$ cat src/rtl/multicycle_pkg.sv
// Shared types and encodings for the multi-cycle RV32I controller.
package multicycle_pkg;

    typedef enum logic [3:0] {
        ST_FETCH,
        ST_DECODE,
        ST_MEMADR,
        ST_MEMREAD,
        ST_MEMWB,
        ST_MEMWRITE,
        ST_EXECUTER,
        ST_EXECUTEI,
        ST_ALUWB,
        ST_BEQ,
        ST_JAL,
        ST_ILLEGAL
    } state_t;

    typedef enum logic [1:0] {
        ALU_OP_ADD   = 2'b00,
        ALU_OP_SUB   = 2'b01,
        ALU_OP_FUNCT = 2'b10
    } alu_op_t;

    localparam logic [6:0] OP_LOAD  = 7'b0000011;
    localparam logic [6:0] OP_STORE = 7'b0100011;
    localparam logic [6:0] OP_RTYPE = 7'b0110011;
    localparam logic [6:0] OP_ITYPE = 7'b0010011;
    localparam logic [6:0] OP_BEQ   = 7'b1100011;
    localparam logic [6:0] OP_JAL   = 7'b1101111;

    localparam logic [1:0] RES_ALUOUT = 2'b00;
    localparam logic [1:0] RES_MEM    = 2'b01;
    localparam logic [1:0] RES_ALU    = 2'b10;

    localparam logic [1:0] SRC_A_PC    = 2'b00;
    localparam logic [1:0] SRC_A_OLDPC = 2'b01;
    localparam logic [1:0] SRC_A_RS1   = 2'b10;

    localparam logic [1:0] SRC_B_RS2  = 2'b00;
    localparam logic [1:0] SRC_B_IMM  = 2'b01;
    localparam logic [1:0] SRC_B_FOUR = 2'b10;

    localparam logic [1:0] IMM_I = 2'b00;
    localparam logic [1:0] IMM_S = 2'b01;
    localparam logic [1:0] IMM_B = 2'b10;
    localparam logic [1:0] IMM_J = 2'b11;

    localparam logic [2:0] ALU_ADD = 3'b000;
    localparam logic [2:0] ALU_SUB = 3'b001;
    localparam logic [2:0] ALU_AND = 3'b010;
    localparam logic [2:0] ALU_OR  = 3'b011;
    localparam logic [2:0] ALU_SLT = 3'b101;

endpackage

$ cat src/rtl/control_alu_decoder.sv
// Maps alu_op plus funct fields to the ALU operation select.
module control_alu_decoder
    import multicycle_pkg::*;
(
    input  logic [6:0] opcode,
    input  logic       funct7_5,
    input  logic [2:0] funct3,
    input  alu_op_t    alu_op,
    output logic [2:0] alu_control
);

    logic unused_opcode;
    assign unused_opcode = ^{opcode[6], opcode[4:0]};

    always_comb begin
        alu_control = ALU_ADD;
        case (alu_op)
            ALU_OP_ADD: alu_control = ALU_ADD;
            ALU_OP_SUB: alu_control = ALU_SUB;
            ALU_OP_FUNCT: begin
                case (funct3)
                    // funct7[5] only means subtract for register-register forms
                    3'b000:  alu_control = (opcode[5] && funct7_5) ? ALU_SUB : ALU_ADD;
                    3'b010:  alu_control = ALU_SLT;
                    3'b110:  alu_control = ALU_OR;
                    3'b111:  alu_control = ALU_AND;
                    default: alu_control = ALU_ADD;
                endcase
            end
            default: alu_control = ALU_ADD;
        endcase
    end

endmodule

$ cat src/rtl/multicycle_control.sv
// Moore FSM sequencing a multi-cycle RV32I datapath with a req/ready memory port.
module multicycle_control
    import multicycle_pkg::*;
#(
    parameter int unsigned INSTR_WIDTH = 32,
    parameter int unsigned STATE_WIDTH = 4
) (
    input  logic                   clk,
    input  logic                   rst_n,
    input  logic [INSTR_WIDTH-1:0] instr,
    input  logic                   zero,
    input  logic                   mem_ready,
    output logic                   mem_req,
    output logic                   mem_write,
    output logic                   adr_src,
    output logic                   ir_write,
    output logic                   pc_update,
    output logic                   reg_write,
    output logic [1:0]             result_src,
    output logic [1:0]             alu_src_a,
    output logic [1:0]             alu_src_b,
    output logic [1:0]             imm_src,
    output logic [2:0]             alu_control,
    output logic                   instr_done,
    output logic                   illegal_instr
);

    logic [STATE_WIDTH-1:0] state_q;
    state_t                 state;
    state_t                 state_d;
    logic [6:0]             opcode;
    logic                   unused_instr;

    assign state        = state_t'(state_q);
    assign opcode       = instr[6:0];
    assign unused_instr = ^{instr[31], instr[29:15], instr[11:7]};

    always_ff @(posedge clk or negedge rst_n) begin
        if (!rst_n) state_q <= ST_FETCH;
        else        state_q <= state_d;
    end

    always_comb begin
        state_d = state;
        case (state)
            ST_FETCH:    if (mem_ready) state_d = ST_DECODE;
            ST_DECODE: begin
                case (opcode)
                    OP_LOAD, OP_STORE: state_d = ST_MEMADR;
                    OP_RTYPE:          state_d = ST_EXECUTER;
                    OP_ITYPE:          state_d = ST_EXECUTEI;
                    OP_BEQ:            state_d = ST_BEQ;
                    OP_JAL:            state_d = ST_JAL;
                    default:           state_d = ST_ILLEGAL;
                endcase
            end
            ST_MEMADR:   state_d = (opcode == OP_STORE) ? ST_MEMWRITE : ST_MEMREAD;
            ST_MEMREAD:  if (mem_ready) state_d = ST_MEMWB;
            ST_MEMWRITE: if (mem_ready) state_d = ST_FETCH;
            ST_MEMWB, ST_ALUWB, ST_BEQ: state_d = ST_FETCH;
            ST_EXECUTER, ST_EXECUTEI, ST_JAL: state_d = ST_ALUWB;
            ST_ILLEGAL:  state_d = ST_ILLEGAL;
            default:     state_d = ST_FETCH;
        endcase
    end

    logic       mem_req_c, mem_write_c, adr_src_c, ir_write_c, pc_update_c;
    logic       reg_write_c, instr_done_c, illegal_c;
    logic [1:0] result_src_c, alu_src_a_c, alu_src_b_c, imm_src_c;
    logic [2:0] alu_control_c;
    alu_op_t    alu_op;

    always_comb begin
        mem_req_c    = 1'b0;
        mem_write_c  = 1'b0;
        adr_src_c    = 1'b0;
        ir_write_c   = 1'b0;
        pc_update_c  = 1'b0;
        reg_write_c  = 1'b0;
        instr_done_c = 1'b0;
        illegal_c    = 1'b0;
        result_src_c = RES_ALUOUT;
        alu_src_a_c  = SRC_A_PC;
        alu_src_b_c  = SRC_B_RS2;
        alu_op       = ALU_OP_ADD;
        case (state)
            ST_FETCH: begin
                mem_req_c    = 1'b1;
                alu_src_b_c  = SRC_B_FOUR;
                result_src_c = RES_ALU;
                ir_write_c   = mem_ready;
                pc_update_c  = mem_ready;
            end
            ST_DECODE: begin
                alu_src_a_c = SRC_A_OLDPC;
                alu_src_b_c = SRC_B_IMM;
            end
            ST_MEMADR: begin
                alu_src_a_c = SRC_A_RS1;
                alu_src_b_c = SRC_B_IMM;
            end
            ST_MEMREAD: begin
                mem_req_c = 1'b1;
                adr_src_c = 1'b1;
            end
            ST_MEMWB: begin
                result_src_c = RES_MEM;
                reg_write_c  = 1'b1;
                instr_done_c = 1'b1;
            end
            ST_MEMWRITE: begin
                mem_req_c    = 1'b1;
                mem_write_c  = 1'b1;
                adr_src_c    = 1'b1;
                instr_done_c = mem_ready;
            end
            ST_EXECUTER: begin
                alu_src_a_c = SRC_A_RS1;
                alu_op      = ALU_OP_FUNCT;
            end
            ST_EXECUTEI: begin
                alu_src_a_c = SRC_A_RS1;
                alu_src_b_c = SRC_B_IMM;
                alu_op      = ALU_OP_FUNCT;
            end
            ST_ALUWB: begin
                reg_write_c  = 1'b1;
                instr_done_c = 1'b1;
            end
            ST_BEQ: begin
                alu_src_a_c  = SRC_A_RS1;
                alu_op       = ALU_OP_SUB;
                instr_done_c = 1'b1;
                pc_update_c  = zero;
            end
            ST_JAL: begin
                alu_src_a_c = SRC_A_OLDPC;
                alu_src_b_c = SRC_B_FOUR;
                pc_update_c = 1'b1;
            end
            ST_ILLEGAL: illegal_c = 1'b1;
            default: ;
        endcase
    end

    always_comb begin
        case (opcode)
            OP_STORE: imm_src_c = IMM_S;
            OP_BEQ:   imm_src_c = IMM_B;
            OP_JAL:   imm_src_c = IMM_J;
            default:  imm_src_c = IMM_I;
        endcase
    end

    control_alu_decoder u_alu_decoder (
        .opcode      (opcode),
        .funct7_5    (instr[30]),
        .funct3      (instr[14:12]),
        .alu_op      (alu_op),
        .alu_control (alu_control_c)
    );

    // The state register already sits in FETCH during reset, so outputs are masked to stay quiet.
    assign mem_req       = rst_n & mem_req_c;
    assign mem_write     = rst_n & mem_write_c;
    assign adr_src       = rst_n & adr_src_c;
    assign ir_write      = rst_n & ir_write_c;
    assign pc_update     = rst_n & pc_update_c;
    assign reg_write     = rst_n & reg_write_c;
    assign instr_done    = rst_n & instr_done_c;
    assign illegal_instr = rst_n & illegal_c;
    assign result_src    = rst_n ? result_src_c  : '0;
    assign alu_src_a     = rst_n ? alu_src_a_c   : '0;
    assign alu_src_b     = rst_n ? alu_src_b_c   : '0;
    assign imm_src       = rst_n ? imm_src_c     : '0;
    assign alu_control   = rst_n ? alu_control_c : '0;

endmodule

$ cat config.mk
export PLATFORM = sky130hd
export DESIGN_NAME = multicycle_control
export DESIGN_NICKNAME = d
export VERILOG_FILES = /design/src/rtl/multicycle_pkg.sv /design/src/rtl/control_alu_decoder.sv /design/src/rtl/multicycle_control.sv
export SDC_FILE = /design/constraint.sdc
export NUM_CORES = 1
export LEC_CHECK = 0
export ABC_CLOCK_PERIOD_IN_PS = 1320
export CAP_MARGIN = 25
export CORE_MARGIN = 2
export CORE_UTILIZATION = 32
export DETAILED_ROUTE_END_ITERATION = 7
export PLACE_DENSITY_LB_ADDON = 0.05
export SLEW_MARGIN = 30
export SYNTH_ARGS = -nofsm -noshare
export SYNTH_HDL_FRONTEND = slang
export SYNTH_SLANG_ARGS = --single-unit
$ cat constraint.sdc
create_clock -name clk -period 1.32 [get_ports clk]
set_input_delay 0.132 -clock clk [delete_from_list [all_inputs] [get_ports clk]]
set_output_delay 0.132 -clock clk [all_outputs]
set_load 0.05 [all_outputs]
==> results of run 1 <==
-- report_power, final --
group | internal, mW | switching, mW | total (mW)
Clock | 0.102 | 0.0555 | 0.158
Sequential | 0.183 | 0.0764 | 0.259
Combinational | 1.53 | 1.51 | 3.04
-- final timing paths --
kind	from	to	slack, ns	cells after the start
min in group clk	instr[5]	state[1]	0.60	4
max in group asynchronous	rst_n	state[0]	1.04	3
worst max register to register	state[1]	state[2]	-0.16	6
worst max-delay path	state[2]	alu_control[0]	-0.48	8
worst min register to register	state[2]	state[1]	0.71	2
worst min-delay path	rst_n	state[2]	0.06	2
-- metal layers --
layer	up-vias	global-route usage [%]	share of wire [%]
met3	5	1.94	2.7
met2	29	40.4	55
met4	0	9.83	1.5
met1	475	27.2	41
met5	-	0	0
li1	527	-	-
-- critical path, stage by stage, from the launching register on --
cell and delay (ns):
dfrtp_1 0.39, buf_6 0.13, nor2b_4 0.11, nand2_2 0.08, ha_4 0.17, nand2b_1 0.08
nor2_1 0.04, o211a_2 0.28, buf_12 0.15
-- timing repair --
action | CTS | global route
resized for setup | 40 | 11
pin swaps | 14 | 7
setup buffers | 5 | 1
setup endpoints to repair | 23 | 23
-- kinds of logic after synthesis --
| group | synth area share, % |
|---|---|
| AO/OA/AOI/OAI | 21.4 |
| multiplexers | 1.27 |
| XOR/XNOR | 4.43 |
| buffers and inverters | 13.6 |
| adder cells (fa/ha/maj) | 3.16 |
| flip-flops | 12.7 |
| AND/OR/NAND/NOR | 43.5 |
-- layout make-up --
cell class / instances / area [µm²]
Timing Repair Buffer: 74 / 873
Multi-Input combinational cell: 88 / 800
Fill cell: 168 / 549
Clock buffer: 3 / 22.5
Tap cell: 30 / 37.5
Sequential cell: 4 / 101
Inverter: 7 / 26.3
-- layout by cell type (no fill, tap or decap), drive strengths merged, types with 2 or more instances in the layout --
| cell type | count |
|---|---|
| a21oi | 8 |
| a31oi | 2 |
| and2 | 2 |
| and2b | 2 |
| and3 | 4 |
| buf | 60 |
| clkbuf | 3 |
| clkdlybuf4s50 | 6 |
| dfrtp | 4 |
| dlygate4sd2 | 7 |
| ha | 2 |
| inv | 7 |
| nand2 | 8 |
| nand2b | 2 |
| nand3 | 7 |
| nor2 | 12 |
| nor2b | 5 |
| nor3 | 3 |
| nor3b | 2 |
| nor4 | 4 |
| o211a | 2 |
| o21ai | 2 |
| or2 | 2 |
| xnor2 | 2 |
| xor2 | 2 |
==> out/qor.csv, run 1 <==
metric;value;unit
Area contributors post-synth;dfrtp_1 (13%), buf_6 (7.1%), nor2_1 (5.2%), a21oi_1 (5.1%), nand3_1 (4.4%);
Detail Route Antenna Nets;0;
drc violations;0;
IO buf count;33;
Global Route Usage Sum;22.6;%
critical path data arrival time;1.67;ns
status;finished with violations;
CORE AREA;2410;µm²
syn nets;145;
share of layout cells above drive strength 1;61.9;%
Area Overhead vs Synth;135;%
Clock Tree Buf Depth;2;
CP Capture Type;output pin;
final worst slack;-0.484;ns
endpoints failing hold;0;
peak supply drop;1.43;mV
worst skew pair latency;0.24;ns
CP Max Fanout;3;
CTS root buf;clkbuf_4;
drt first-iter violations;10;
post-synthesis cell type with the largest combined area;dfrtp_1;
WP data required;1.19;ns
share of the synthesized area in the top cell type;12.7;%
clock skew;0.00141;ns
I/O pin cnt;55;
TritonRoute pass-1 iters;4;
drt wl/cell;13.6;µm
Die Wd;53.7;µm
unrepaired setup endpoints after global routing;yes;
HP Class;in2async;
DP HPWL;2180;µm
sequential share of the synthesized area;12.7;%
worst slack, placed;-0.282;ns
asr flop ratio synth;100;%
failing checks;setup timing;
Final Wtd Congestion;0.912;
number of flops mapped to enable cells by yosys;0;
fin. max-slew vios;0;
Routed WL;2800;µm
Cell Pwr Density;1860;nW/µm²
Least-Margin Pin Slew;0.260;ns
Synth cell types;42;
hold buffers post-CTS;0;
syn avg cell area;7.39;µm²
design area;1860;µm²
Synth top cells by count;nor2_1 (11), a21oi_1 (8), nand2_1 (8);
CTS Buf Count;3;
#FFs+latches synth;4;
die area;2880;µm²
Post-Layout Cell Count;206;
Setup-failing EPs final;20;
Layout Utilization;77.2;%
Site Rows;18;
vias in the first global route;1047;
leakage;0.796;nW
hold_ws;0.0590;ns
Initial Util;32.8;%
Largest register FFs;4;
Antenna diodes;0;
# nets final;216;
FMAX;0.554;GHz
crit path kind;reg2out;
Tcrit/Tclk final;137;%
Rel. slew slack;82.5;%
initial antenna violation count;0;
TritonCTS clock tree;built;
CTS sink cnt;4;
Vias/cell;5.03;
placed cell areas;1640;µm²
pin count of the biggest net entering global routing;13;
Synth Instances;107;
first-pass GRT wire length;4690;µm
cell area after synthesis;791;µm²
GRT overflow;0;
Die H;53.7;µm
htree depth;1;
synth warn;0;
Placed Cells;198;
Top FF cell, synth;dfrtp_1;
clk slew on worst S/H paths;0.04;ns
minimum clock period;1.80;ns
total chip power;3.46;mW
Sum Neg Setup Slack;-5.91;ns
Max Cap Violations;0;
Worst Setup Start Kind;register;
vias post-DR;1036;
count leader, synth;nor2_1;
Power figures use the tool's default switching activity.
==> inputs of run 2 (changes only) <==
Settings changed: CORE_UTILIZATION 32 to 45, DONT_BUFFER_PORTS set to 1.
==> run 2 against run 1 <==
Against the previous run:
- the flow still finishes with violations (setup timing)
- first-iteration DRC count rose to 4.8 times the previous value
- total power grew 9.0%
- final cell count fell by 19%
- setup slack got worse by 0.18 ns
- register-to-register slack lost 0.09 ns
- maximum frequency shrank 8.9%
- die area fell by 27%
- critical endpoint unchanged
- highest routed layer unchanged
==> out/qor.csv, run 2 (synthesis results as in run 1) <==
metric;value;unit;change
Setup-failing EPs final;21;;+5.0%
most frequent cells in the layout;buf_6 (18), buf_4 (16), buf_12 (10);;
R2R Path End;state[2];;
Area Overhead vs Synth;106;%;
CP endpoint;alu_control[0];;
hold path startpoint;instr[6];;
hold_ws;0.114;ns;+0.0551 ns
GRT overflow;0;;unchanged
vias in the first global route;1067;;+1.9%
first-pass GRT wire length;4750;µm;+1.3%
Crit path depth;7;;-1
htree depth;1;;unchanged
clk slew on worst S/H paths;0.04;ns;about the same
Least-Margin Pin Slew;0.307;ns;+0.0469 ns
origin of the critical flop-to-flop path;state[1];;
delay-heaviest family, CP;simple AND/OR/NAND/NOR gates;;
Max Cap Violations;0;;unchanged
Routed WL;3860;µm;+38%
CTS Buf Count;3;;unchanged
Critical Path Start;state[1];;
unrepaired setup endpoints after global routing;yes;;
placed cell areas;1210;µm²;-26%
R2R setup slack;-0.25;ns;-0.09 ns
Clock Tree Buf Depth;2;;unchanged
die area;2110;µm²;-27%
status;finished with violations;;
Global Route Usage Sum;31.1;%;+8.5 points
IO buf count;0;;-100%
worst skew pair latency;0.24;ns;about the same
Worst Setup Start Kind;register;;
CP Max Fanout;4;;+1
final worst slack;-0.661;ns;-0.177 ns
Rel. slew slack;79.4;%;-3.1 points
share of layout cells above drive strength 1;69.3;%;+7.4 points
Cell Pwr Density;2310;nW/µm²;+24%
CORE AREA;1690;µm²;-30%
Antenna diodes;0;;unchanged
Post-Layout Cell Count;167;;-19%
pin count of the biggest net entering global routing;17;;+4
fillcell total;34;;-80%
I/O pin cnt;55;;unchanged
WP data required;1.19;ns;about the same
# nets final;190;;-12%
initial antenna violation count;0;;unchanged
drt wl/cell;23.1;µm;+70%
TritonRoute pass-1 iters;4;;unchanged
crit path buf inv count;2;;unchanged
design area;1630;µm²;-12%
Die H;45.9;µm;-15%
Tcrit/Tclk final;150;%;+13 points
Placed Cells;152;;-23%
fin. max-slew vios;0;;unchanged
worst slack, placed;-0.280;ns;+0.00203 ns
Sum Neg Setup Slack;-6.97;ns;-1.07 ns
slowest stage cell, crit path;dfrtp_1;;
r2r worst-path depth;6;;unchanged
FMAX;0.505;GHz;-8.9%
clock skew;0.00532;ns;+0.00391 ns
Initial Util;46.8;%;+14 points
endpoints failing hold;0;;unchanged
CTS root buf;clkbuf_4;;
TritonCTS clock tree;built;;
peak supply drop;1.88;mV;+32%
Final Wtd Congestion;0.800;;-12%
CP Capture Type;output pin;;
Detail Route Antenna Nets;0;;unchanged
drt first-iter violations;48;;+38
Max stage delay on crit path;0.46;ns;+0.07 ns
commonest non-fill, non-tap cell in the layout;buf_6;;
Vias/cell;6.60;;+31%
failing checks;setup timing;;
vias post-DR;1102;;+6.4%
Site Rows;15;;-3
crit path kind;reg2out;;
DP HPWL;1770;µm;-19%
HP Class;in2reg;;
critical path data arrival time;1.85;ns;+0.18 ns
minimum clock period;1.98;ns;+0.177 ns
leakage;0.660;nW;-17%
Largest register FFs;4;;unchanged
drc violations;0;;unchanged
crit path cell chain;inv_2 -> nor3_4 -> ha_4 -> nand2b_1 -> nor2_1 -> o211a_2 -> buf_12;;
Die Wd;45.9;µm;-15%
CTS sink cnt;4;;unchanged
-- run 2: how the worst min path moves through the flow --
stage / depth (start not counted) / endpoint / slack [ns]
3_5_place_dp: 0 / state[0] / -0.16
5_1_grt: 2 / state[3] / 0.12
2_1_floorplan: 0 / state[0] / -0.16
3_3_place_gp: 0 / state[0] / -0.16
6_report: 2 / state[3] / 0.11
4_1_cts: 0 / state[0] / -0.41
-- run 2: metal layers --
layer | wire [µm] | global-route usage (%)
met4 | 194 | 11.4
met3 | 404 | 3.57
met1 | 1350 | 34.6
met2 | 1920 | 58.9
met5 | 0 | 0
-- run 2: area by class of cell --
type / instances / area, µm² / share of cell area, %
Clock buffer: 3 / 22.5 / 1.38
Tap cell: 17 / 21.3 / 1.31
Timing Repair Buffer: 48 / 578 / 35.5
Multi-Input combinational cell: 88 / 878 / 53.9
Sequential cell: 4 / 103 / 6.30
Inverter: 7 / 26.3 / 1.61
-- run 2: report_power, final --
part | leakage, nW | switching (mW) | total, mW | internal (mW)
Clock | 0.0138 | 0.0572 | 0.159 | 0.102
Sequential | 0.0472 | 0.0887 | 0.273 | 0.184
Combinational | 0.599 | 1.79 | 3.33 | 1.54
-- run 2: through the flow --
step / utilization (%) / total power, mW
after floorplan: - / 1.83
after global routing: 96.4 / 3.90
after global placement: 71.9 / 2.47
after detailed placement: 71.9 / 2.51
after CTS: 89.5 / 3.27
final: 96.4 / 3.77
-- run 2: timing repair --
action | 4_1_cts | 5_1_grt
gates resized for setup | 52 | 27
setup endpoints to repair | 21 | 21
setup buffers | 14 | 8
hold endpoints to repair | 4 | 4
pin swaps | 24 | 16
-- run 2: worst register-to-register path: stages (launching register included) --
cell and delay, ns:
dfrtp_1 0.46, buf_4 0.21, nor2b_4 0.19, buf_4 0.13
a32o_1 0.17, nand3_1 0.10, a31oi_1 0.21
==> inputs of run 3 (changes only) <==
Settings changed: CORE_UTILIZATION 45 to 28.
==> run 3 against run 2 <==
Against the previous run:
- the flow still finishes with violations (setup timing)
- combinational power shrank 20%
- highest routed layer unchanged
- setup slack gained 0.22 ns
- sequential cell count is the same
- cell area is 10% lower
- core utilization is 43 points lower
- die area grew 55%
- total power is 19% lower
- critical path depth unchanged
- first-iteration DRC count shrank 50%
- via count fell by 14%
==> out/qor.csv, run 3 (synthesis results as in run 1) <==
metric;value;unit;change
Setup-failing EPs final;21;;unchanged
htree depth;1;;unchanged
Die H;57.1;µm;+24%
Largest register FFs;4;;unchanged
endpoints failing hold;0;;unchanged
Area Overhead vs Synth;84.8;%;
drt wl/cell;14.0;µm;-39%
Worst Setup Start Kind;register;;
commonest non-fill, non-tap cell in the layout;buf_4;;
Detail Route Antenna Nets;0;;unchanged
# nets final;184;;-3.2%
origin of the critical flop-to-flop path;state[1];;
Clock Tree Buf Depth;2;;unchanged
CP Capture Type;output pin;;
Antenna diodes;0;;unchanged
Cell Pwr Density;2090;nW/µm²;-9.6%
CP Max Fanout;3;;-1
Max Cap Violations;0;;unchanged
vias post-DR;951;;-14%
CTS root buf;clkbuf_4;;
share of layout cells above drive strength 1;61.1;%;-8.2 points
Tcrit/Tclk final;133;%;-17 points
Layout Utilization;53.9;%;-43 points
Hold Path Sink;state[2];;
hold path startpoint;instr[6];;
Vias/cell;5.43;;-18%
DP HPWL;1840;µm;+3.5%
IO buf count;0;;unchanged
status;finished with violations;;
clock skew;0.000349;ns;-0.00497 ns
hold depth;3;;+1
failing checks;setup timing;;
critical path data arrival time;1.63;ns;-0.22 ns
first-pass GRT wire length;4150;µm;-13%
most frequent cells in the layout;buf_4 (17), buf_6 (12), buf_12 (11);;
peak supply drop;1.31;mV;-30%
r2r worst-path depth;6;;unchanged
crit path kind;reg2out;;
Global Route Usage Sum;15.9;%;-15 points
worst skew pair latency;0.23;ns;about the same
TritonRoute pass-1 iters;5;;+1
drc violations;0;;unchanged
Least-Margin Pin Slew;0.280;ns;-0.0274 ns
I/O pin cnt;55;;unchanged
minimum clock period;1.76;ns;-0.220 ns
pin count of the biggest net entering global routing;18;;+1
vias in the first global route;942;;-12%
leakage;0.599;nW;-9.3%
final worst slack;-0.442;ns;+0.220 ns
FMAX;0.568;GHz;+12%
R2R setup slack;-0.22;ns;+0.03 ns
R2R Path End;state[2];;
clk slew on worst S/H paths;0.04;ns;about the same
die area;3260;µm²;+55%
Initial Util;29.2;%;-18 points
Sum Neg Setup Slack;-5.49;ns;+1.48 ns
Rel. slew slack;81.2;%;+1.8 points
Final Wtd Congestion;0.877;;+9.6%
Site Rows;19;;+4
CTS Buf Count;3;;unchanged
Die Wd;57.1;µm;+24%
HP Class;in2reg;;
drt first-iter violations;24;;-50%
CTS sink cnt;4;;unchanged
CORE AREA;2710;µm²;+60%
WP data required;1.19;ns;about the same
Routed WL;2460;µm;-36%
initial antenna violation count;0;;unchanged
fin. max-slew vios;0;;unchanged
TritonCTS clock tree;built;;
GRT overflow;0;;unchanged
unrepaired setup endpoints after global routing;yes;;
## run 3: metal layers
metal | GRT usage (%) | vias to the layer above | share of wire, %
li1 | - | 459 | -
met1 | 18.8 | 452 | 41
met2 | 28.7 | 38 | 51
met3 | 2.49 | 2 | 6.4
met4 | 5.98 | 0 | 1.1
met5 | 0 | - | 0
## run 3: area by class of cell
cell class,count,area (µm²)
Multi-Input combinational cell,88,763
Tap cell,31,38.8
Timing Repair Buffer,42,508
Fill cell,265,1250
Clock buffer,3,22.5
Inverter,7,26.3
Sequential cell,4,103
## run 3: worst max-delay path, stage by stage (launching register included)
cell and delay [ns]:
dfrtp_1 0.39, inv_2 0.07, nor3_4 0.23, ha_4 0.23, inv_2 0.05, nand4_1 0.13, nor2_4 0.15, buf_12 0.14
## run 3: power breakdown
group	total [mW]	switching (mW)	internal, mW	leakage, nW
sequential	0.252	0.0672	0.185	0.0472
clock	0.152	0.0498	0.102	0.0138
combinational	2.65	1.39	1.26	0.537
## run 3: metrics by stage
| stage | hold WS [ns] | area, µm² | total power [mW] | setup WS (ns) | instances |
|---|---|---|---|---|---|
| after floorplan | -0.164 | 878 | 1.83 | -0.404 | 107 |
| after global placement | -0.163 | 1240 | 2.48 | -0.231 | 165 |
| after detailed placement | -0.163 | 1240 | 2.48 | -0.237 | 165 |
| after CTS | 0.125 | 1350 | 2.84 | -0.444 | 174 |
| after global routing | 0.134 | 1460 | 3.24 | -0.523 | 175 |
| final | 0.129 | 1460 | 3.05 | -0.442 | 175 |
## run 3: worst max-delay path by stage
stage	startpoint	endpoint	slack, ns	depth (start not counted)
final	state[1]	alu_control[2]	-0.44	7
after global routing	state[3]	alu_control[2]	-0.52	7
after CTS	state[1]	alu_control[0]	-0.44	7
after detailed placement	state[1]	alu_control[2]	-0.24	7
after global placement	state[3]	alu_control[2]	-0.23	7
after floorplan	state[2]	alu_control[2]	-0.40	7
## run 3: what timing repair did
item,4_1_cts,5_1_grt
hold buffers,1,0
endpoints found under the setup margin,21,21
gates resized for setup,13,28
hold endpoints to repair,4,0
pin swaps,5,12
buffers inserted,5,2
